## config.mk

```make
export PLATFORM = sky130hd
export DESIGN_NAME = fetch_sequencer
export DESIGN_NICKNAME = d
export VERILOG_FILES = /design/src/rtl/fetch_sequencer.sv
export SDC_FILE = /design/constraint.sdc
export NUM_CORES = 1
export LEC_CHECK = 0
export CAP_MARGIN = 20
export CORE_MARGIN = 3
export CORE_UTILIZATION = 40
export DETAILED_ROUTE_END_ITERATION = 8
export PLACE_DENSITY = 0.85
export SLEW_MARGIN = 20
export SYNTH_ARGS = -nofsm -noshare
export SYNTH_HDL_FRONTEND = slang
export SYNTH_SLANG_ARGS = --single-unit
```

## constraint.sdc

```tcl
create_clock -name i_clk -period 12.99 [get_ports i_clk]
set_clock_uncertainty 0.05 [all_clocks]
set_input_delay 3.897 -clock i_clk [delete_from_list [all_inputs] [get_ports i_clk]]
set_output_delay 3.897 -clock i_clk [all_outputs]
set_load 0.01 [all_outputs]
```

## src/rtl/fetch_sequencer.sv

```systemverilog
// fetch_sequencer: drives the PC update unit and a single-outstanding imem read,
// handing 16-bit instructions to decode over valid/ready with branch redirects.
module fetch_sequencer #(
    parameter int          MEM_DEPTH = 4096,
    parameter logic [31:0] RESET_PC  = 32'h0000_0000,
    localparam int         ADDR_WIDTH = $clog2(MEM_DEPTH * 2)
) (
    input  logic                  i_clk,
    input  logic                  i_reset,
    output logic [1:0]            o_pc_mode,
    output logic [31:0]           o_pc_cur,
    output logic [31:0]           o_branch_offset,
    input  logic [31:0]           i_pc_next,
    input  logic                  i_branch_valid,
    input  logic [31:0]           i_branch_offset,
    output logic                  o_imem_req,
    output logic [ADDR_WIDTH-1:0] o_imem_addr,
    input  logic                  i_imem_gnt,
    input  logic                  i_imem_rvalid,
    input  logic [15:0]           i_imem_rdata,
    output logic                  o_instr_valid,
    output logic [15:0]           o_instr,
    output logic [31:0]           o_instr_pc,
    input  logic                  i_instr_ready
);
    typedef enum logic [1:0] {S_FETCH, S_WAIT, S_VALID, S_DROP} state_t;

    state_t      state_q;
    logic [31:0] pc_q, pc_d, instr_pc_q;
    logic [15:0] instr_q;

    assign o_instr_valid   = state_q == S_VALID && !i_branch_valid;
    assign o_imem_req      = state_q == S_FETCH && !i_reset;
    assign o_pc_mode       = i_reset ? 2'b00 : i_branch_valid ? 2'b10 :
                             (o_instr_valid && i_instr_ready) ? 2'b01 : 2'b00;
    assign pc_d            = o_pc_mode != 2'b00 ? i_pc_next : pc_q;
    assign o_pc_cur        = pc_q;
    assign o_branch_offset = i_branch_offset;
    assign o_imem_addr     = pc_q[ADDR_WIDTH-1:0];
    assign o_instr         = instr_q;
    assign o_instr_pc      = instr_pc_q;

    // The instruction PC is the unchanged PC: the PC only moves on handoff or branch.
    always_ff @(posedge i_clk or posedge i_reset) begin
        if (i_reset) begin
            state_q    <= S_FETCH;
            pc_q       <= RESET_PC;
            instr_q    <= '0;
            instr_pc_q <= '0;
        end else begin
            pc_q <= pc_d;
            case (state_q)
                S_FETCH: if (i_imem_gnt) state_q <= i_branch_valid ? S_DROP : S_WAIT;
                S_WAIT: begin
                    if (i_imem_rvalid) begin
                        state_q <= i_branch_valid ? S_FETCH : S_VALID;
                        if (!i_branch_valid) begin
                            instr_q    <= i_imem_rdata;
                            instr_pc_q <= pc_q;
                        end
                    end else if (i_branch_valid) begin
                        state_q <= S_DROP;
                    end
                end
                S_VALID: if (i_branch_valid || i_instr_ready) state_q <= S_FETCH;
                S_DROP:  if (i_imem_rvalid) state_q <= S_FETCH;
                default: state_q <= S_FETCH;
            endcase
        end
    end
endmodule

```

==> run_results.csv, run 1 <==
group,metric,value,unit
run_status,status,"complete, no violations",
power,p_leak,0.002064,uW
clocking,htree_levels,3,
clocking,clock_tree.buffer_depth,2,
power,ir_worst_vdd,0.09827,mV
sta,slew_headroom,0.4784,
logic_synthesis,syn_area,3538,um2
sta,setup_violations,0,
sta,period_share,0.7476,
drt,drt_iter0_drc,44,
floorplanning,die-area,10010,um2
placement,port_buffers,150,
drt,routed_wl,7381,um
floorplanning,core_area,8382,um2
clocking,clk-insertion-delay-late,0.34,ns
logic_synthesis,synth-seq-cells,82,
worst_hold_path,hp-class,"flip-flop to flip-flop",
worst_hold_path,min_path_cells,1,
logic_synthesis,yosysSeqAreaShare,0.5799,
critical_path,crit_required,9.04,ns
logic_synthesis,netlist_instances,231,
global_route,grt-ovfl-total,0,
logic_synthesis,synth.area.top_cells,"dfrtp_1 (58%), mux2_2 (18%), buf_4 (10%), mux2_4 (8.5%), buf_6 (0.95%)",
drt,avgViaCountPerCell,4.824,
placement,hpwl,5256,um
sta,min_period,9.711,ns
logic_synthesis,synth_nets,317,
clocking,ctsHoldBuffers,0,
sta,clock.fmax,0.1030,GHz
critical_path,critPathLaunchType,"primary input",
logic_synthesis,synth_cell_types,21,
finish,syn2layout_area_growth,40.13,%
drt,ant_nets,0,
logic_synthesis,avgSynthCellArea,15.32,um2
sta,finalHoldViolCount,0,
sta,rsz0062_at_grt,"false",
global_route,grt_max_degree,85,
logic_synthesis,synth-compound-area-share,0.009901,
power,power,1072,uW
placement,dp_slack,2.945,ns
logic_synthesis,synth_enable_flop_cells,0,
global_route,first_global_vias,2350,
logic_synthesis,synthAdderAreaFrac,0,
floorplanning,die_width,100.1,um
run,maxCapViolCount,0,
clocking,numCtsBuffers,9,
finish,nets,427,
clocking,clockRootBuffer,"clkbuf_8",
critical_path,reg2regPathDepth,3,
critical_path,end_kind,"output pin",
logic_synthesis,synth_top_family_by_area,"multiplexers",
logic_synthesis,synth_top_cells_by_count,"dfrtp_1 (82), mux2_2 (58), buf_4 (48)",
drt,firstDrtPassIters,3,
logic_synthesis,synth_top_flop_cell,"dfrtp_1",
sta,finalMaxSlewViolations,0,
clocking,cts_resized,0,
clocking,numClockSinks,82,
logic_synthesis,yosysTopAreaCell,"dfrtp_1",
floorplanning,ioPinCount,215,
logic_synthesis,synth_xor_area_frac,0.002475,
floorplanning,row_count,33,
logic_synthesis,synth_top_area_share,0.5799,
placement,gp_congestion,0.7262,
logic_synthesis,synth_mux_area_frac,0.2758,
sta,fin_setup_tns,0,ns
global_route,grt_pass1_wl,11560,um
sta,tightest_slew,0.7824,ns
logic_synthesis,post-synth-top-count-cell,"dfrtp_1",
floorplanning,initial_core_util,0.4222,
logic_synthesis,synthSimpleGateAreaFrac,0.01556,
critical_path,crit_type,"primary input to output pin",
floorplanning,die_height,100.1,um
critical_path,cp_max_fo,84,
critical_path,worstPathArrival,5.76,ns
drt,vias,2171,
sta,setup_ws,3.279,ns
drt,routedWlPerCell,16.40,um
power,p_per_area,216.2,nW/um2
logic_synthesis,async_flop_share,1.000,
logic_synthesis,yosysWarnings,0,
clocking,cts_setup_buffers,0,
finish,antenna_cells,0,
global_route,grt_usage,0.1476,
clocking,clkTransAtPathRegs,0.08,ns
clocking,cts_tree,"built",
drt,drc,0,
finish,drive_above_1_share,0.2812,
global_route,grt_antenna_before_repair,0,
layout make-up:
class | count | area, um2
clock buffer | 10 | 127.6
multi-input combinational | 94 | 1086
tap | 105 | 131.4
timing repair buffer | 152 | 1520
clock inverter | 5 | 32.53
inverter | 2 | 8.758
fill | 677 | 3423
sequential | 82 | 2052
worst max-delay path, cell delays in order:
cell	delay, ns
clkdlybuf4s50_1	0.45
clkinv_2	0.06
buf_6	0.55
and3_1	0.26
clkdlybuf4s50_1	0.54
layout by cell type, fill, tap and decap left out, types with 2 or more instances in the layout:
cell	synthesis	layout
mux2_1	2	2
clkbuf_8	0	9
nor2_1	2	2
dfrtp_1	82	82
clkinvlp_4	0	3
mux2_2	58	58
clkinv_2	0	3
clkdlybuf4s50_1	0	150
mux2_4	20	20
metrics by stage:
| step | utilization | cell area [um2] | cells | hold slack (ns) |
|---|---|---|---|---|
| floorplan | - | 3538 | 231 | 0.4555 |
| global placement | 0.5720 | 4795 | 435 | 0.4402 |
| detailed placement | 0.5720 | 4795 | 435 | 0.4424 |
| CTS | 0.5911 | 4955 | 450 | 0.4636 |
| global route | 0.5916 | 4959 | 450 | 0.4736 |
| finish | 0.5916 | 4959 | 450 | 0.4608 |
metal layers:
metal  global-route usage  share of wire
met2               0.2401           0.49
met3              0.06046           0.11
met4              0.06321          0.022
met1               0.1726           0.38
met5                    0              0
flip-flops by register name, summed over array words and instances, names as in the netlist:
| name | cells |
|---|---|
| o_pc_cur | 32 |
| o_instr | 16 |
| state_q | 2 |
| o_instr_pc | 32 |
cell families (layout without fill, tap and decap cells):
group,count (synthesis),after routing
simple gates,9,9
mux,80,80
xor+xnor,1,1
buf+inv,55,169
compound gates,4,4
flops,82,82
where the power goes:
| group | internal, uW | total, uW | leakage, uW | switching [uW] |
|---|---|---|---|---|
| sequential | 363 | 433 | 0.000978 | 70.3 |
| clock | 67.7 | 154 | 0.0000742 | 86.6 |
| combinational | 321 | 485 | 0.00101 | 164 |
| total | 751 | 1070 | 0.00206 | 321 |
worst paths after layout:
| path | start | to | slack, ns |
|---|---|---|---|
| worst max-delay path | i_reset | o_pc_mode[0] | 3.28 |
| worst min-delay path | o_instr[6] | o_instr[6] | 0.46 |
| worst max register to register | state_q[1] | o_instr_pc[27] | 10.99 |
| worst min register to register | o_instr[6] | o_instr[6] | 0.46 |
| max in group asynchronous | i_reset | o_instr_pc[31] | 8.29 |
| min in group asynchronous | i_reset | o_instr_pc[26] | 4.07 |
Power figures use the tool's default switching activity.
==> inputs of run 2 (changes only) <==
--- a/config.mk
+++ b/config.mk
@@ -7,9 +7,9 @@
 export LEC_CHECK = 0
 export CAP_MARGIN = 20
 export CORE_MARGIN = 3
-export CORE_UTILIZATION = 40
+export CORE_UTILIZATION = 34
 export DETAILED_ROUTE_END_ITERATION = 8
-export PLACE_DENSITY = 0.85
+export PLACE_DENSITY = 0.76
 export SLEW_MARGIN = 20
 export SYNTH_ARGS = -nofsm -noshare
 export SYNTH_HDL_FRONTEND = slang
==> constraint.sdc (replaced) <==
create_clock -name i_clk -period 8.4 [get_ports i_clk]
set_clock_uncertainty 0.05 [all_clocks]
set_input_delay 2.52 -clock i_clk [delete_from_list [all_inputs] [get_ports i_clk]]
set_output_delay 2.52 -clock i_clk [all_outputs]
set_load 0.01 [all_outputs]
==> run 2 against run 1 <==
Register-to-register slack got worse by 4.6 ns. Combinational power is 55% higher. Critical path depth shrank 1. First-iteration DRC count grew 86%. Cell count grew 6.2%. Final area grew 1.2%. Largest power group unchanged. Sequential share of layout area decreased by 0.48 points. Critical path type unchanged. Global-route usage shrank 1.6 points. Clock-buffer cell count is the same. Die area grew 17%. Critical endpoint unchanged. Sequential power increased by 55%.
==> run_results.csv, run 2 (synthesized netlist as in run 1, its figures left out) <==
group,metric,value,unit
run_status,status,"complete, no violations",
drt,routedWlPerCell,16.03,um
critical_path,timing.rr.end,"o_instr[9]",
critical_path,end_kind,"output pin",
power,p_int,1192,uW
drt,top_layer_used,"met4",
sta,period_share,0.7843,
sta,finalHoldViolCount,0,
global_route,grt_usage,0.1312,
sta,clock.fmax,0.1518,GHz
drt,met1_length,2933,um
floorplanning,die_height,108.0,um
clocking,numCtsBuffers,9,
clocking,numClockSinks,82,
drt,drc,0,
floorplanning,ioPinCount,215,
power,p_switching,499.7,uW
run,maxCapViolCount,0,
sta,slew_headroom,0.4662,
worst_hold_path,hold_path_startpoint,"o_instr_pc[24]",
power,ir_worst_vdd,0.1656,mV
power,p_comb_frac,0.443,
critical_path,crit_type,"primary input to output pin",
drt,avgViaCountPerCell,4.540,
placement,hpwl,5217,um
drt,wl_met2,3705,um
worst_hold_path,hold_end,"o_instr_pc[24]",
finish,final_common_cell,"clkdlybuf4s50_1",
finish,drive_above_1_share,0.2812,
global_route,first_global_vias,2272,
sta,finalMaxSlewViolations,0,
power,p_leak,0.002082,uW
clocking,clk-insertion-delay-late,0.34,ns
drt,firstDrtPassIters,4,
placement,gp_congestion,0.6595,
critical_path,ff2ff_setup_slack,6.36,ns
clocking,clock_tree.buffer_depth,2,
worst_hold_path,hp-class,"flip-flop to flip-flop",
global_route,grt-ovfl-total,0,
sta,min_period,6.588,ns
placement,port_buffers,150,
clocking,clkTransAtPathRegs,0.07,ns
drt,vias,2170,
drt,drt_iter0_drc,82,
power,pwr-share-clk,0.161,
clocking,htree_levels,3,
sta,tightest_slew,0.8007,ns
global_route,grt_antenna_before_repair,0,
power,power,1692,uW
clocking,clockRootBuffer,"clkbuf_8",
critical_path,timing.rr.start,"state_q[1]",
finish,syn2layout_area_growth,41.80,%
clocking,ctsHoldBuffers,0,
floorplanning,core_area,9955,um2
global_route,grt_pass1_wl,11900,um
clocking,cts_setup_buffers,0,
critical_path,worstPathArrival,4.02,ns
power,p_per_area,337.2,nW/um2
sta,setup_violations,0,
floorplanning,die-area,11670,um2
floorplanning,row_count,36,
finish,antenna_cells,0,
drt,wl_met3,836,um
worst_hold_path,min_path_cells,1,
critical_path,critPathLaunchType,"primary input",
floorplanning,die_width,108.0,um
drt,ant_nets,0,
global_route,grt_max_degree,84,
finish,layout.cells.most_common_list,"clkdlybuf4s50_1 (150), dfrtp_1 (82), mux2_2 (58)",
sta,rsz0062_at_grt,"false",
critical_path,crit_required,5.83,ns
power,switching_share,0.2954,
clocking,cts_resized,0,
finish,nets,427,
drt,routed_wl,7660,um
critical_path,reg2regPathDepth,3,
power,seqPwrFrac,0.396,
floorplanning,initial_core_util,0.3555,
sta,fin_setup_tns,0,ns
critical_path,cp_max_fo,5,
clocking,cts_tree,"built",
==> run 2: changes by cell type in the layout (fill, tap and decap cells not counted), sizes merged <==
| cell | previous run | this run |
|---|---|---|
| bufinv | 0 | 1 |
| clkinvlp | 3 | 1 |
| clkinv | 3 | 4 |
==> run 2: metrics by stage <==
step	cell area (um2)	utilization	hold slack (ns)	worst slack (ns)	std cells
2_1_floorplan	3538	-	0.4555	1.143	231
3_3_place_gp	4830	0.4852	0.4390	1.897	463
3_5_place_dp	4830	0.4852	0.4427	1.817	463
4_1_cts	5014	0.5036	0.4630	1.815	478
5_1_grt	5017	0.5040	0.4732	1.748	478
6_report	5017	0.5040	0.4569	1.812	478
==> run 2: critical path, stage by stage <==
cell	delay [ns]
clkdlybuf4s50_1	0.49
nor3b_1	0.28
and3_1	0.20
clkdlybuf4s50_1	0.54
==> run 2: final cells by class <==
| class | instances | area (um2) |
|---|---|---|
| Inverter | 2 | 8.758 |
| Fill cell | 875 | 4937 |
| Tap cell | 133 | 166.4 |
| Clock inverter | 5 | 56.30 |
| Clock buffer | 10 | 127.6 |
| Timing Repair Buffer | 152 | 1520 |
| Multi-Input combinational cell | 94 | 1086 |
| Sequential cell | 82 | 2052 |
==> run 2: per-layer routing <==
metal  global-route usage  vias up
met5                    0        -
met4              0.05591        0
met3              0.06030       23
met2               0.2083      108
met1               0.1534     1073
li1                     -      966
==> run 2: worst max-delay path by stage <==
stage | startpoint | end | slack, ns | cells past startpoint
global placement | i_branch_valid | o_pc_mode[0] | 1.90 | 4
detailed placement | i_branch_valid | o_pc_mode[0] | 1.82 | 4
floorplan | i_reset | o_pc_mode[0] | 1.14 | 2
CTS | i_branch_valid | o_pc_mode[0] | 1.81 | 4
global route | i_branch_valid | o_pc_mode[0] | 1.75 | 4
finish | i_branch_valid | o_pc_mode[0] | 1.81 | 4
==> run 2: power groups by stage <==
stage                     sequential, uW  clock, uW  combinational (uW)
final                                669        272                 750
after detailed placement             675          0                 758
after floorplan                      739          0                 286
after global placement               666          0                 749
after global routing                 693        306                 797
after CTS                            671        288                 763
